`config.mk`:
```
export PLATFORM = sky130hd
export DESIGN_NAME = decode_stream
export DESIGN_NICKNAME = d
export VERILOG_FILES = /design/src/rtl/decode_pkg.sv /design/src/rtl/decode_stream_type_lut.sv /design/src/rtl/decode_stream.sv
export SDC_FILE = /design/constraint.sdc
export NUM_CORES = 1
export LEC_CHECK = 0
export CORE_MARGIN = 5
export CORE_UTILIZATION = 40
export DETAILED_ROUTE_END_ITERATION = 10
export GPL_TIMING_DRIVEN = 0
export PLACE_DENSITY = 0.79
export SYNTH_ARGS = -nofsm -noshare
export SYNTH_HDL_FRONTEND = slang
export SYNTH_SLANG_ARGS = --single-unit
```
`constraint.sdc`:
```
create_clock -name clk -period 2.4 [get_ports clk]
set_input_delay 0.36 -clock clk [delete_from_list [all_inputs] [get_ports clk]]
set_output_delay 0.36 -clock clk [all_outputs]
set_load 0.005 [all_outputs]
```
`src/rtl/decode_pkg.sv`:
```
// decode_stream shared types and opcode decode helper.
// Opcode classes, FSM states and op-range boundaries.
package decode_pkg;

    typedef enum logic [1:0] {
        NORMAL     = 2'd0,
        NORMAL_IMM = 2'd1,
        EXT        = 2'd2,
        EXT_IMM    = 2'd3
    } instr_t;

    typedef enum logic [1:0] {
        S_OP   = 2'd0,
        S_EXT  = 2'd1,
        S_IMM  = 2'd2,
        S_EMIT = 2'd3
    } state_t;

    localparam logic [3:0] OP_NIMM_LO    = 4'h8;
    localparam logic [3:0] OP_EXT_LO     = 4'hC;
    localparam logic [3:0] OP_EXT_IMM_LO = 4'hE;

    function automatic instr_t op_type(input logic [3:0] op);
        instr_t t;
        t = NORMAL;
        unique case (1'b1)
            (op < OP_NIMM_LO):
                t = NORMAL;
            (op >= OP_NIMM_LO && op < OP_EXT_LO):
                t = NORMAL_IMM;
            (op >= OP_EXT_LO && op < OP_EXT_IMM_LO):
                t = EXT;
            (op >= OP_EXT_IMM_LO):
                t = EXT_IMM;
        endcase
        return t;
    endfunction

endpackage

```
`src/rtl/decode_stream_type_lut.sv`:
```
// Opcode nibble to instruction class lookup.
// Pure combinational table used on the opcode byte.
module decode_type_lut
    import decode_pkg::*;
(
    input  logic [3:0] op,
    output instr_t     typ
);

    // Classify the low opcode nibble
    always_comb begin
        typ = op_type(op);
    end

endmodule

```
`src/rtl/decode_stream.sv`:
```
// Byte-stream instruction assembler and decode stage.
// Builds opcode/ext/immediate bundles, emits one per instruction.
module decode_stream
    import decode_pkg::*;
#(
    parameter int IMM_BYTES = 1,
    parameter int DATA_W    = 8 * IMM_BYTES,
    parameter int REG_AW    = 2
) (
    input  logic              clk,
    input  logic              sync_rst,
    input  logic              flush,
    input  logic              in_valid,
    input  logic [7:0]        in_byte,
    output logic              in_ready,
    output logic              out_valid,
    input  logic              out_ready,
    output logic [7:0]        opc_out,
    output logic              is_ext,
    output logic              has_imm,
    output logic [REG_AW-1:0] dst,
    output logic [DATA_W-1:0] data_out_A,
    output logic [DATA_W-1:0] data_out_B,
    output logic [REG_AW-1:0] regfile_read_A,
    output logic [REG_AW-1:0] regfile_read_B,
    output logic              read_en_A,
    output logic              read_en_B,
    input  logic [DATA_W-1:0] data_A,
    input  logic [DATA_W-1:0] data_B
);

    localparam int CNT_W = (IMM_BYTES > 1) ? $clog2(IMM_BYTES) : 1;
    localparam logic [CNT_W-1:0] LAST = CNT_W'(IMM_BYTES - 1);

    state_t              state_q;
    state_t              state_d;
    state_t              op_next;
    logic [CNT_W-1:0]    cnt_q;
    logic [CNT_W-1:0]    cnt_d;
    instr_t              typ_in;
    instr_t              typ_q;
    logic [7:0]          opc_q;
    logic [REG_AW-1:0]   ra_q;
    logic [REG_AW-1:0]   rb_q;
    logic [DATA_W-1:0]   imm_q;
    logic                accept;
    logic                take_op;

    decode_type_lut u_lut (
        .op  (in_byte[3:0]),
        .typ (typ_in)
    );

    assign in_ready = ~sync_rst & ~flush &
                      ((state_q != S_EMIT) | out_ready);
    assign accept   = in_valid & in_ready;
    assign take_op  = accept &
                      ((state_q == S_OP) | (state_q == S_EMIT));

    // Next state and immediate counter
    always_comb begin
        state_d = state_q;
        cnt_d   = cnt_q;
        op_next = S_EMIT;
        unique case (typ_in)
            NORMAL:     op_next = S_EMIT;
            NORMAL_IMM: op_next = S_IMM;
            EXT:        op_next = S_EXT;
            EXT_IMM:    op_next = S_EXT;
        endcase
        if (flush) begin
            state_d = S_OP;
            cnt_d   = '0;
        end else begin
            unique case (state_q)
                S_OP: begin
                    if (accept) state_d = op_next;
                end
                S_EXT: begin
                    if (accept)
                        state_d = (typ_q == EXT_IMM) ? S_IMM : S_EMIT;
                end
                S_IMM: begin
                    if (accept) begin
                        if (cnt_q == LAST) begin
                            state_d = S_EMIT;
                            cnt_d   = '0;
                        end else begin
                            cnt_d = cnt_q + 1'b1;
                        end
                    end
                end
                S_EMIT: begin
                    if (out_ready)
                        state_d = accept ? op_next : S_OP;
                end
            endcase
        end
    end

    // State and counter register
    always_ff @(posedge clk) begin
        if (sync_rst) begin
            state_q <= S_OP;
            cnt_q   <= '0;
        end else begin
            state_q <= state_d;
            cnt_q   <= cnt_d;
        end
    end

    // Capture opcode fields, ext byte and immediate bytes
    always_ff @(posedge clk) begin
        if (sync_rst) begin
            typ_q <= NORMAL;
            opc_q <= '0;
            ra_q  <= '0;
            rb_q  <= '0;
            imm_q <= '0;
        end else begin
            if (take_op) begin
                typ_q <= typ_in;
                opc_q <= {4'b0, in_byte[3:0]};
                ra_q  <= in_byte[4 +: REG_AW];
                rb_q  <= in_byte[6 +: REG_AW];
                imm_q <= '0;
            end
            if (accept && state_q == S_EXT)
                opc_q <= in_byte;
            if (accept && state_q == S_IMM) begin
                for (int i = 0; i < IMM_BYTES; i++) begin
                    if (cnt_q == CNT_W'(i))
                        imm_q[8*i +: 8] <= in_byte;
                end
            end
        end
    end

    assign out_valid      = (state_q == S_EMIT);
    assign opc_out        = opc_q;
    assign is_ext         = (typ_q == EXT) | (typ_q == EXT_IMM);
    assign has_imm        = (typ_q == NORMAL_IMM) | (typ_q == EXT_IMM);
    assign dst            = ra_q;
    assign regfile_read_A = ra_q;
    assign regfile_read_B = rb_q;
    assign read_en_A      = out_valid;
    assign read_en_B      = out_valid & ~has_imm;
    assign data_out_A     = out_valid ? data_A : '0;
    assign data_out_B     = out_valid ? (has_imm ? imm_q : data_B) : '0;

endmodule

```
==> flow_metrics.py, run 1 <==
metrics = {
    "outcome": {
        "outcome": "complete, no violations",
    },
    "sta": {
        "worst_slew_pin_slew_ns": 0.4968,
        "setup_tns_ns": 0,
        "rsz0062_at_grt": "no",
        "slew_headroom_pct": 66.88,
        "setup_ws_ns": 0.1615,
        "drv_slew": 0,
        "fmax_mhz": 446.7,
        "setup_violations": 0,
        "final.min_clock_period_ns": 2.239,
        "finalCritPeriodShare_pct": 93.27,
        "fin_skew_ns": 0.008951,
        "hold_viol_final": 0,
    },
    "critical_path": {
        "crit_buf_inv": 2,
        "crit_required_ns": 2.04,
        "path_cells": "ha_4 -> clkbuf_2 -> nor2b_1 -> clkdlybuf4s50_1",
        "crit_path_max_fanout": 13,
        "end_kind": "primary output",
        "worstReg2RegEnd": "opc_out[1]$_SDFFE_PP0P_",
        "worstSetupPathType": "reg2out",
        "startpoint_type": "flop",
        "reg2regPathDepth": 6,
        "cp.arrival_ns": 1.88,
        "cp_slowest_cell": "clkdlybuf4s50_1",
        "reg2reg_from": "state_q[0]$_SDFFE_PP0P_",
        "crit_family": "buffers and inverters",
        "r2r_setup_slack_ns": 0.55,
        "slowest_delay_ns": 0.52,
    },
    "final_layout": {
        "final_nets": 235,
        "syn_to_final_growth_pct": 57.63,
        "utilization_pct": 66.38,
        "drive_gt1_share_pct": 11.00,
        "fill_cells": 266,
        "num_antenna_cells": 0,
        "final_cells": 244,
    },
    "synth": {
        "netlist_instances": 134,
        "yosysSeqAreaShare_pct": 37.07,
        "avgSynthCellArea_um2": 9.673,
        "synth_ff_type": "dfxtp_1",
        "syn_nets": 168,
        "ys_types": 33,
        "synth_edf_count": 0,
        "synth_warnings": 0,
        "synth.cell_area_mm2": 0.001296,
        "synth_seq_cells": 24,
        "async_reset_ff_share_pct": 0,
    },
    "drt": {
        "routed_via_density": 5.074,
        "routedWlPerCell_um": 15.62,
        "wl_mm": 3.812,
        "drc": 0,
        "firstDrtPassIters": 4,
        "antenna_left": 0,
        "vias": 1238,
        "drt_iter0_markers": 37,
    },
    "floorplan": {
        "die_y_um": 66.93,
        "die-area_mm2": 0.004479,
        "io_pins": 65,
        "core_mm2": 0.003078,
        "die_w_um": 66.93,
        "placementRows": 20,
        "start_util_pct": 42.11,
    },
    "power": {
        "ir_drop_v": 0.0003293,
        "power_density_mw_per_mm2": 427.2,
        "p_leak_nw": 0.7895,
        "fin_total_pwr_mw": 0.8729,
    },
    "clock_network": {
        "cts_made_buffers": 3,
        "clk_pin_slew_ns": 0.13,
        "cts-root-buf": "clkbuf_4",
        "clk-insertion-delay-late_ns": 0.32,
        "clk_path_buf_depth": 2,
        "htreeDepth": 1,
        "cts_tree": "built",
        "cts.sinks": 24,
    },
    "placement": {
        "hpwl_mm": 3.086,
        "placed_cells": 241,
        "post-place-ws_ns": 0.2097,
        "portBuffers": 63,
        "gp_congestion": 0.7954,
    },
    "min_path": {
        "hp-class": "in2reg",
        "hold_end": "typ_q[1]$_SDFFE_PP0P_",
        "hp-start": "sync_rst",
        "hold_depth": 2,
    },
    "global_routing": {
        "grt_pass1_vias": 1147,
        "grt_max_degree": 15,
        "grt-ovfl-total": 0,
        "grt_use_total_pct": 16.77,
        "grt_pass1_wl_mm": 5.644,
        "antenna_found_initial": 0,
    },
    "job": {
        "maxCapViolCount": 0,
    },
}
[synth_stat cells, types with 2 or more instances]
| cell type | count | area, µm² |
|---|---|---|
| a21oi_1 | 5 | 25.02 |
| a22o_1 | 7 | 61.31 |
| a32oi_1 | 4 | 35.03 |
| and2_1 | 8 | 50.05 |
| buf_2 | 4 | 20.02 |
| buf_4 | 4 | 30.03 |
| clkbuf_1 | 4 | 15.01 |
| dfxtp_1 | 24 | 480.5 |
| ha_1 | 5 | 62.56 |
| inv_1 | 4 | 15.01 |
| mux2i_1 | 16 | 160.2 |
| nand2_1 | 3 | 11.26 |
| nand4_1 | 2 | 12.51 |
| nor2_1 | 14 | 52.55 |
| nor2b_1 | 9 | 56.30 |
| o21a_1 | 2 | 15.01 |
| o22ai_1 | 2 | 12.51 |
| o31a_1 | 2 | 17.52 |
[repair_timing]
action | CTS | global route
hold buffers | 0 | 0
gates cloned | 0 | 0
buffers inserted | 0 | 0
setup endpoints to repair | 10 | 5
resized for setup | 2 | 1
[metrics by stage]
step	cell area, µm²	hold slack [ns]
global route	2043	0.3086
global placement	1982	0.4600
finish	2043	0.3034
detailed placement	1982	0.4619
floorplan	1296	0.4419
CTS	2033	0.2982
[final cells by class]
cell class | instances | area, µm² | share of cell area [%]
clock inverter | 1 | 30.03 | 1.470
inverter | 4 | 15.01 | 0.7348
clock buffer | 3 | 22.52 | 1.102
timing repair buffer | 63 | 630.6 | 30.86
multi-input combinational | 93 | 737.0 | 36.07
buffer | 12 | 72.57 | 3.552
sequential | 24 | 480.5 | 23.52
tap | 44 | 55.05 | 2.694
[cells in the final DEF (no fill, tap or decap)]
master           count
buf_2                3
and3_4               1
dfxtp_1             24
a22oi_1              1
clkdlybuf4s50_1     63
o22ai_1              2
buf_6                1
a21oi_2              1
o2111ai_1            1
nand4_2              1
and4_1               1
buf_4                4
mux2i_1             16
a41oi_1              1
and2_1               8
clkbuf_1             3
nor2_8               1
clkbuf_2             1
nand4_1              2
nand2_1              3
nor3_1               1
bufinv_16            1
ha_1                 4
o2111ai_2            1
nor2b_1              9
a22o_1               7
ha_4                 1
clkbuf_4             3
inv_1                4
o31a_1               2
a21oi_1              5
nor2b_4              1
nand2b_1             1
nand2b_4             1
nor2_1              14
o21a_1               2
a32oi_1              4
nor4_2               1
[registers in the layout (all words and copies together) (netlist names)]
| signal | cells |
|---|---|
| typ_q | 2 |
| imm_q | 8 |
| opc_out | 8 |
| dst | 2 |
| state_q | 2 |
| regfile_read_B | 2 |
[worst reg2reg max path, cell delays in order, from the launching register on]
cell and delay [ns]:
dfxtp_1 0.45, inv_1 0.12, ha_1 0.32, inv_1 0.09, o2111ai_2 0.46, mux2i_1 0.25
nor2_1 0.06
[cell families after synthesis]
| logic type | after synthesis | synth area share [%] |
|---|---|---|
| buf+inv | 17 | 7.046 |
| fa+ha+maj | 5 | 4.826 |
| mux | 16 | 12.35 |
| compound gates | 27 | 16.60 |
| simple gates | 45 | 22.10 |
| flops | 24 | 37.07 |
[worst max path at each step]
stage / startpoint / endpoint / slack, ns / cells past startpoint
6_report: state_q[0]$_SDFFE_PP0P_ / data_out_B[5] / 0.16 / 4
5_1_grt: state_q[0]$_SDFFE_PP0P_ / data_out_A[5] / 0.09 / 4
4_1_cts: state_q[1]$_SDFFE_PP0P_ / data_out_B[5] / 0.05 / 4
3_5_place_dp: state_q[1]$_SDFFE_PP0P_ / data_out_B[5] / 0.21 / 5
3_3_place_gp: state_q[0]$_SDFFE_PP0P_ / data_out_A[2] / 0.26 / 5
2_1_floorplan: state_q[0]$_SDFFE_PP0P_ / opc_out[0]$_SDFFE_PP0P_ / 0.83 / 6
[power breakdown]
| group | switching, mW | internal (mW) |
|---|---|---|
| logic | 0.0714 | 0.0928 |
| clock network | 0.124 | 0.169 |
| registers | 0.00764 | 0.408 |
[routing by layer]
layer | vias up | routed length, µm | global-route usage, % | part of all wire (%)
met4 | 0 | 58 | 6.076 | 1.5
met5 | - | 0 | 0 | 0
met1 | 576 | 1503 | 17.91 | 39
met2 | 51 | 1892 | 31.19 | 50
met3 | 4 | 358 | 4.384 | 9.4
li1 | 607 | - | - | -
No activity file was read; power rests on OpenSTA's default activity.
==> run 2: changes to the inputs <==
--- a/config.mk
+++ b/config.mk
@@ -5,6 +5,8 @@
 export SDC_FILE = /design/constraint.sdc
 export NUM_CORES = 1
 export LEC_CHECK = 0
+export ABC_CLOCK_PERIOD_IN_PS = 2400
+export CAP_MARGIN = 20
 export CORE_MARGIN = 5
 export CORE_UTILIZATION = 40
 export DETAILED_ROUTE_END_ITERATION = 10
==> results of run 2 <==
Final layout, timing and power as in run 1 (identical DEF).
